`config.mk`:
```
export PLATFORM = sky130hd
export DESIGN_NAME = nv_nvdla_sdp_rdma_req_arb
export DESIGN_NICKNAME = d
export VERILOG_FILES = /design/src/rtl/nv_nvdla_sdp_arb_pkg.sv /design/src/rtl/nv_nvdla_sdp_arb_rr_pick.sv /design/src/rtl/nv_nvdla_sdp_rdma_req_arb.sv
export SDC_FILE = /design/constraint.sdc
export NUM_CORES = 1
export LEC_CHECK = 0
export ABC_AREA = 1
export CORE_AREA = 2 2 175 177
export DETAILED_ROUTE_END_ITERATION = 10
export DIE_AREA = 0 0 177 179
export PLACE_DENSITY_LB_ADDON = 0.05
export SYNTH_ARGS = -nofsm -noshare
export SYNTH_HDL_FRONTEND = slang
export SYNTH_HIERARCHICAL = 1
export SYNTH_SLANG_ARGS = --single-unit
```
`constraint.sdc`:
```
create_clock -name nvdla_core_clk -period 11.26 [get_ports nvdla_core_clk]
set_input_delay 1.689 -clock nvdla_core_clk [delete_from_list [all_inputs] [get_ports nvdla_core_clk]]
set_output_delay 1.689 -clock nvdla_core_clk [all_outputs]
set_load 0.005 [all_outputs]
```
`src/rtl/nv_nvdla_sdp_arb_pkg.sv`:
```
// Shared constants for the SDP read-request arbiter: requester ids and default widths.
package nv_nvdla_sdp_arb_pkg;

    localparam int unsigned SDP_ARB_MRDMA   = 0;
    localparam int unsigned SDP_ARB_BRDMA   = 1;
    localparam int unsigned SDP_ARB_NRDMA   = 2;
    localparam int unsigned SDP_ARB_ERDMA   = 3;

    localparam int unsigned SDP_ARB_NUM_REQ = 4;
    localparam int unsigned SDP_ARB_ID_W    = 2;
    localparam int unsigned SDP_RD_REQ_PD_W = 79;
    localparam int unsigned SDP_ARB_CDT_W   = 8;

endpackage

```
`src/rtl/nv_nvdla_sdp_arb_rr_pick.sv`:
```
// Combinational round-robin picker: first eligible requester at or after rr_ptr, wrapping.
module nv_nvdla_sdp_arb_rr_pick
    import nv_nvdla_sdp_arb_pkg::*;
#(
    parameter int unsigned NUM_REQ = SDP_ARB_NUM_REQ,
    parameter int unsigned ID_W    = SDP_ARB_ID_W
) (
    input  logic [NUM_REQ-1:0] elig,
    input  logic [ID_W-1:0]    rr_ptr,
    output logic [NUM_REQ-1:0] pick_onehot,
    output logic [ID_W-1:0]    pick_idx
);

    logic            found;
    logic [ID_W-1:0] idx;

    // NUM_REQ is a power of two, so the ID_W-bit sum wraps modulo NUM_REQ.
    always_comb begin
        pick_onehot = '0;
        pick_idx    = '0;
        found       = 1'b0;
        idx         = '0;
        for (int unsigned k = 0; k < NUM_REQ; k++) begin
            idx = rr_ptr + ID_W'(k);
            if (!found && elig[idx]) begin
                found            = 1'b1;
                pick_onehot[idx] = 1'b1;
                pick_idx         = idx;
            end
        end
    end

endmodule

```
`src/rtl/nv_nvdla_sdp_rdma_req_arb.sv`:
```
// SDP read-request arbiter: round-robin over MRDMA/BRDMA/NRDMA/ERDMA with per-requester credits.
// Optional output-stall perf counter enabled by NVDLA_SDP_ARB_STALL_PERF_EN.
module nv_nvdla_sdp_rdma_req_arb
    import nv_nvdla_sdp_arb_pkg::*;
#(
    parameter int unsigned NUM_REQ  = SDP_ARB_NUM_REQ,
    parameter int unsigned PD_W     = SDP_RD_REQ_PD_W,
    parameter int unsigned CREDIT_W = SDP_ARB_CDT_W
) (
    input  logic                    nvdla_core_clk,
    input  logic                    nvdla_core_rstn,
    input  logic [NUM_REQ-1:0]      req_valid,
    output logic [NUM_REQ-1:0]      req_ready,
    input  logic [NUM_REQ*PD_W-1:0] req_pd,
    input  logic [NUM_REQ-1:0]      rsp_cdt_pop,
    input  logic [CREDIT_W-1:0]     reg2dp_cdt_limit,
    input  logic                    op_load,
    output logic                    arb2if_req_valid,
    input  logic                    arb2if_req_ready,
    output logic [PD_W-1:0]         arb2if_req_pd,
    output logic [1:0]              arb2if_req_id,
    output logic                    arb_cdt_err,
    output logic [31:0]             dp2reg_arb_stall
);

    logic [CREDIT_W-1:0] outst [NUM_REQ];
    logic [NUM_REQ-1:0]  elig;
    logic [NUM_REQ-1:0]  pick_onehot;
    logic [NUM_REQ-1:0]  grant;
    logic [NUM_REQ-1:0]  outst_zero;
    logic [1:0]          pick_idx;
    logic [1:0]          rr_ptr;
    logic [PD_W-1:0]     sel_pd;
    logic                load;
    logic                pick_any;
    logic                pop_err;

    always_comb begin
        elig       = '0;
        outst_zero = '0;
        for (int unsigned i = 0; i < NUM_REQ; i++) begin
            elig[i]       = req_valid[i] &
                            ((reg2dp_cdt_limit == '0) | (outst[i] < reg2dp_cdt_limit));
            outst_zero[i] = (outst[i] == '0);
        end
    end

    nv_nvdla_sdp_arb_rr_pick #(
        .NUM_REQ (NUM_REQ),
        .ID_W    (2)
    ) u_rr_pick (
        .elig        (elig),
        .rr_ptr      (rr_ptr),
        .pick_onehot (pick_onehot),
        .pick_idx    (pick_idx)
    );

    always_comb begin
        load      = !arb2if_req_valid | arb2if_req_ready;
        pick_any  = |pick_onehot;
        req_ready = load ? pick_onehot : '0;
        grant     = req_ready;
        sel_pd    = req_pd[32'(pick_idx)*PD_W +: PD_W];
        // A pop that coincides with a grant nets to zero, so it never underflows.
        pop_err   = |(rsp_cdt_pop & ~grant & outst_zero);
    end

    always_ff @(posedge nvdla_core_clk or negedge nvdla_core_rstn) begin
        if (!nvdla_core_rstn) begin
            arb2if_req_valid <= 1'b0;
            arb2if_req_pd    <= '0;
            arb2if_req_id    <= '0;
            rr_ptr           <= '0;
        end else if (load) begin
            if (pick_any) begin
                arb2if_req_valid <= 1'b1;
                arb2if_req_pd    <= sel_pd;
                arb2if_req_id    <= pick_idx;
                rr_ptr           <= pick_idx + 2'd1;
            end else begin
                arb2if_req_valid <= 1'b0;
            end
        end
    end

    always_ff @(posedge nvdla_core_clk or negedge nvdla_core_rstn) begin
        if (!nvdla_core_rstn) begin
            for (int unsigned i = 0; i < NUM_REQ; i++) begin
                outst[i] <= '0;
            end
        end else begin
            for (int unsigned i = 0; i < NUM_REQ; i++) begin
                case ({grant[i], rsp_cdt_pop[i]})
                    2'b10: if (outst[i] != '1) outst[i] <= outst[i] + CREDIT_W'(1);
                    2'b01: if (outst[i] != '0) outst[i] <= outst[i] - CREDIT_W'(1);
                    default: ;
                endcase
            end
        end
    end

    always_ff @(posedge nvdla_core_clk or negedge nvdla_core_rstn) begin
        if (!nvdla_core_rstn) begin
            arb_cdt_err <= 1'b0;
        end else if (pop_err) begin
            arb_cdt_err <= 1'b1;
        end else if (op_load) begin
            arb_cdt_err <= 1'b0;
        end
    end

`ifdef NVDLA_SDP_ARB_STALL_PERF_EN
    logic [31:0] stall_cnt;

    always_ff @(posedge nvdla_core_clk or negedge nvdla_core_rstn) begin
        if (!nvdla_core_rstn) begin
            stall_cnt <= '0;
        end else if (op_load) begin
            stall_cnt <= '0;
        end else if (arb2if_req_valid && !arb2if_req_ready && (stall_cnt != '1)) begin
            stall_cnt <= stall_cnt + 32'd1;
        end
    end

    assign dp2reg_arb_stall = stall_cnt;
`else
    assign dp2reg_arb_stall = '0;
`endif

endmodule

```
==> flow_summary.ini <==
[clock_tree]
clockBufferDepth = 2
cts_root_buf = clkbuf_16
h-tree-depth = 4
tritoncts = done
clkTransAtPathRegs_ps = 60
cts.sinks = 117
cts_hold_buf = 0
cts_made_buffers = 17
cts_setup_buffers = 0
post_cts_resize_count = 0
clk_latency_ps = 430

[finish]
drive_gt1_share_pct = 4.979
multi_input_area_sq_um = 5973
fin_util_pct = 48.95
n_fill_cell = 3080
final_nets = 2280
area_delta_synth_final_pct = 48.44
seq_area_sq_um = 2928

[die]
die-width_um = 177
core_region_area_sq_um = 30030
std_cell_rows = 64
die_y_um = 179
start_util_pct = 32.98
die_area_sq_um = 31680
io_pins = 455

[worst_setup_path]
cp_slowest_cell = clkdlybuf4s50_1
critPathArrivalTime_ps = 5180
crit_path_frequent_cell = inv_1
r2r-start = outst[5]
crit_chain = clkdlybuf4s50_1 > inv_1 > ha_1 > a21oi_1 > nor2_1 > a211oi_1 > nand2_1 > a21boi_0 > inv_1 > nand2_1 > nand3_4 > a21boi_0 > a21oi_1 > nand3_1 > inv_1 > nor2_1 > clkdlybuf4s50_1
end_kind = output port
crit_start = reg2dp_cdt_limit[5]
crit_family = buffers and inverters
cp.buffers_inverters = 5
setup.worst_path.start_class = input pin
required_ps = 9570
crit_path_end = req_ready[0]
r2r_cells = 20
cp.depth = 17
cp_max_fo = 7
reg2reg_slack_ps = 6110
cp_slowest_stage_delay_ps = 600
crit_type = in -> out
r2r_end = arb2if_req_pd[6]

[synthesis]
synth_commonest_cells = nand2_1, nor2_1, o21ai_0
synthArstFlopShare_pct = 100.0
yosysMostFrequentCell = nand2_1
yosysSeqAreaShare_pct = 29.56
syn_avg_cell_area_sq_um = 6.468
synthFlopType = dfrtp_1
synth_top_area_share_pct = 29.56
synth.distinct_cells = 43
ys_warn_count = 6
netlist_area_sq_um = 9903
netlist_instances = 1531
synth.area.top_cells = dfrtp_1, nand2_1, nor2_1, o21ai_0, ha_1
ys_ff_latch = 117
synth_edf_count = 0
synth_top_area_cell = dfrtp_1

[sta]
tightest_slew_ps = 963.0
fin_crit_ps = 6872
slew_headroom_pct = 35.80
fin_tns_setup_ps = 0
fmax_mhz = 145.5
skew_ps = 19.78
hold_violations = 0
setup_viol = 0
rsz0062_at_grt = false
fin_crit_sh_pct = 61.03
slew_violations = 0

[route]
dr.pass1.iters = 5
vias = 11150
drt-initial-drc-count = 675
drt-total-wl_um = 40540
ant_nets = 0
wire_per_inst_um = 17.49
via_per_inst = 4.812
drc = 0

[hold_path]
min_from = arb2if_req_pd[39]
worstHoldPathType = reg -> reg

[global_routing]
gr-total-overflow = 0
grt_max_degree = 90
grt_pass1_vias = 10520
antenna_found_initial = 17
grt_use_total_pct = 24.96
grt_pass1_wl_um = 60210

[run_status]
outcome = complete, no violations

[placement]
io_buffer_count = 422
dpl.hpwl_um = 30640
routabilityCongestion = 0.8742

[power_and_ir_drop]
power.density_nw_per_um2 = 408.4
power_leakage_nw = 6.706
vdd_ir_drop_max_v = 0.0004235

[job]
max_cap_viol_count = 0
layout make-up:
class                      instances  area share (%)
antenna                           14          0.2383
clock buffer                      18           2.919
tap                              396           3.371
timing repair buffer             430           29.13
inverter                         110           2.834
multi-input combinational       1219           40.63
clock inverter                    14          0.9618
sequential                       117           19.92
cells by family after synthesis:
kind of cell    after synthesis  synth area share (%)
xor+xnor                     15                 1.402
compound gates              306                 17.27
fa+ha+maj                    49                 6.191
flops                       117                 29.56
simple gates                817                 33.99
buf+inv                     226                 11.55
other cells                   1               0.03787
cells in the final DEF (no fill, tap or decap), types with 17 or more instances in the layout:
cell type and instances:
conb_1 32, ha_1 49, clkdlybuf4s50_1 421, clkbuf_16 17
o21ai_0 169, nor2_1 324, nand3_1 62, a21oi_1 19
o22ai_1 38, dfrtp_1 117, nand2_1 369, a31oi_1 41
inv_1 101
tightest hold or removal path: stages, from the launching register on:
cell	delay [ps]
dfrtp_1	340
nand2_1	50
nand2_1	50
power breakdown:
part / internal, mW / switching [mW]
clock: 0.310 / 0.236
sequential: 0.696 / 0.215
combinational: 1.63 / 2.91
routing by layer:
layer  global-route usage (%)  wire [um]
met3                    7.231       2843
met2                    42.44      20130
met5                        0         58
met1                    30.05      16580
met4                    8.643        933
flip-flops by register name, indices dropped and copies added, names as in the netlist:
name and flops:
arb2if_req_id 2, arb2if_req_pd 79, arb_cdt_err 1, rr_ptr 2
arb2if_req_valid 1, outst 32
worst min-delay path by stage:
stage,end,depth (start not counted)
floorplan,arb2if_req_pd[39],2
global placement,arb2if_req_pd[54],2
detailed placement,arb2if_req_pd[66],2
CTS,arb2if_req_pd[16],2
global route,arb2if_req_pd[9],2
finish,arb2if_req_pd[39],2
metrics by stage:
step,power [mW],std cells,worst slack [ps],hold slack (ps),cell area (sq um)
finish,6.004,2318,4388,478.4,14700
global route,6.709,2312,4177,495.6,14690
CTS,6.067,2304,4461,481.8,14670
detailed placement,5.495,2272,4301,464.3,14090
global placement,5.424,2272,4467,463.0,14090
floorplan,4.251,1562,6057,472.5,10020
Power figures use the tool's default switching activity.
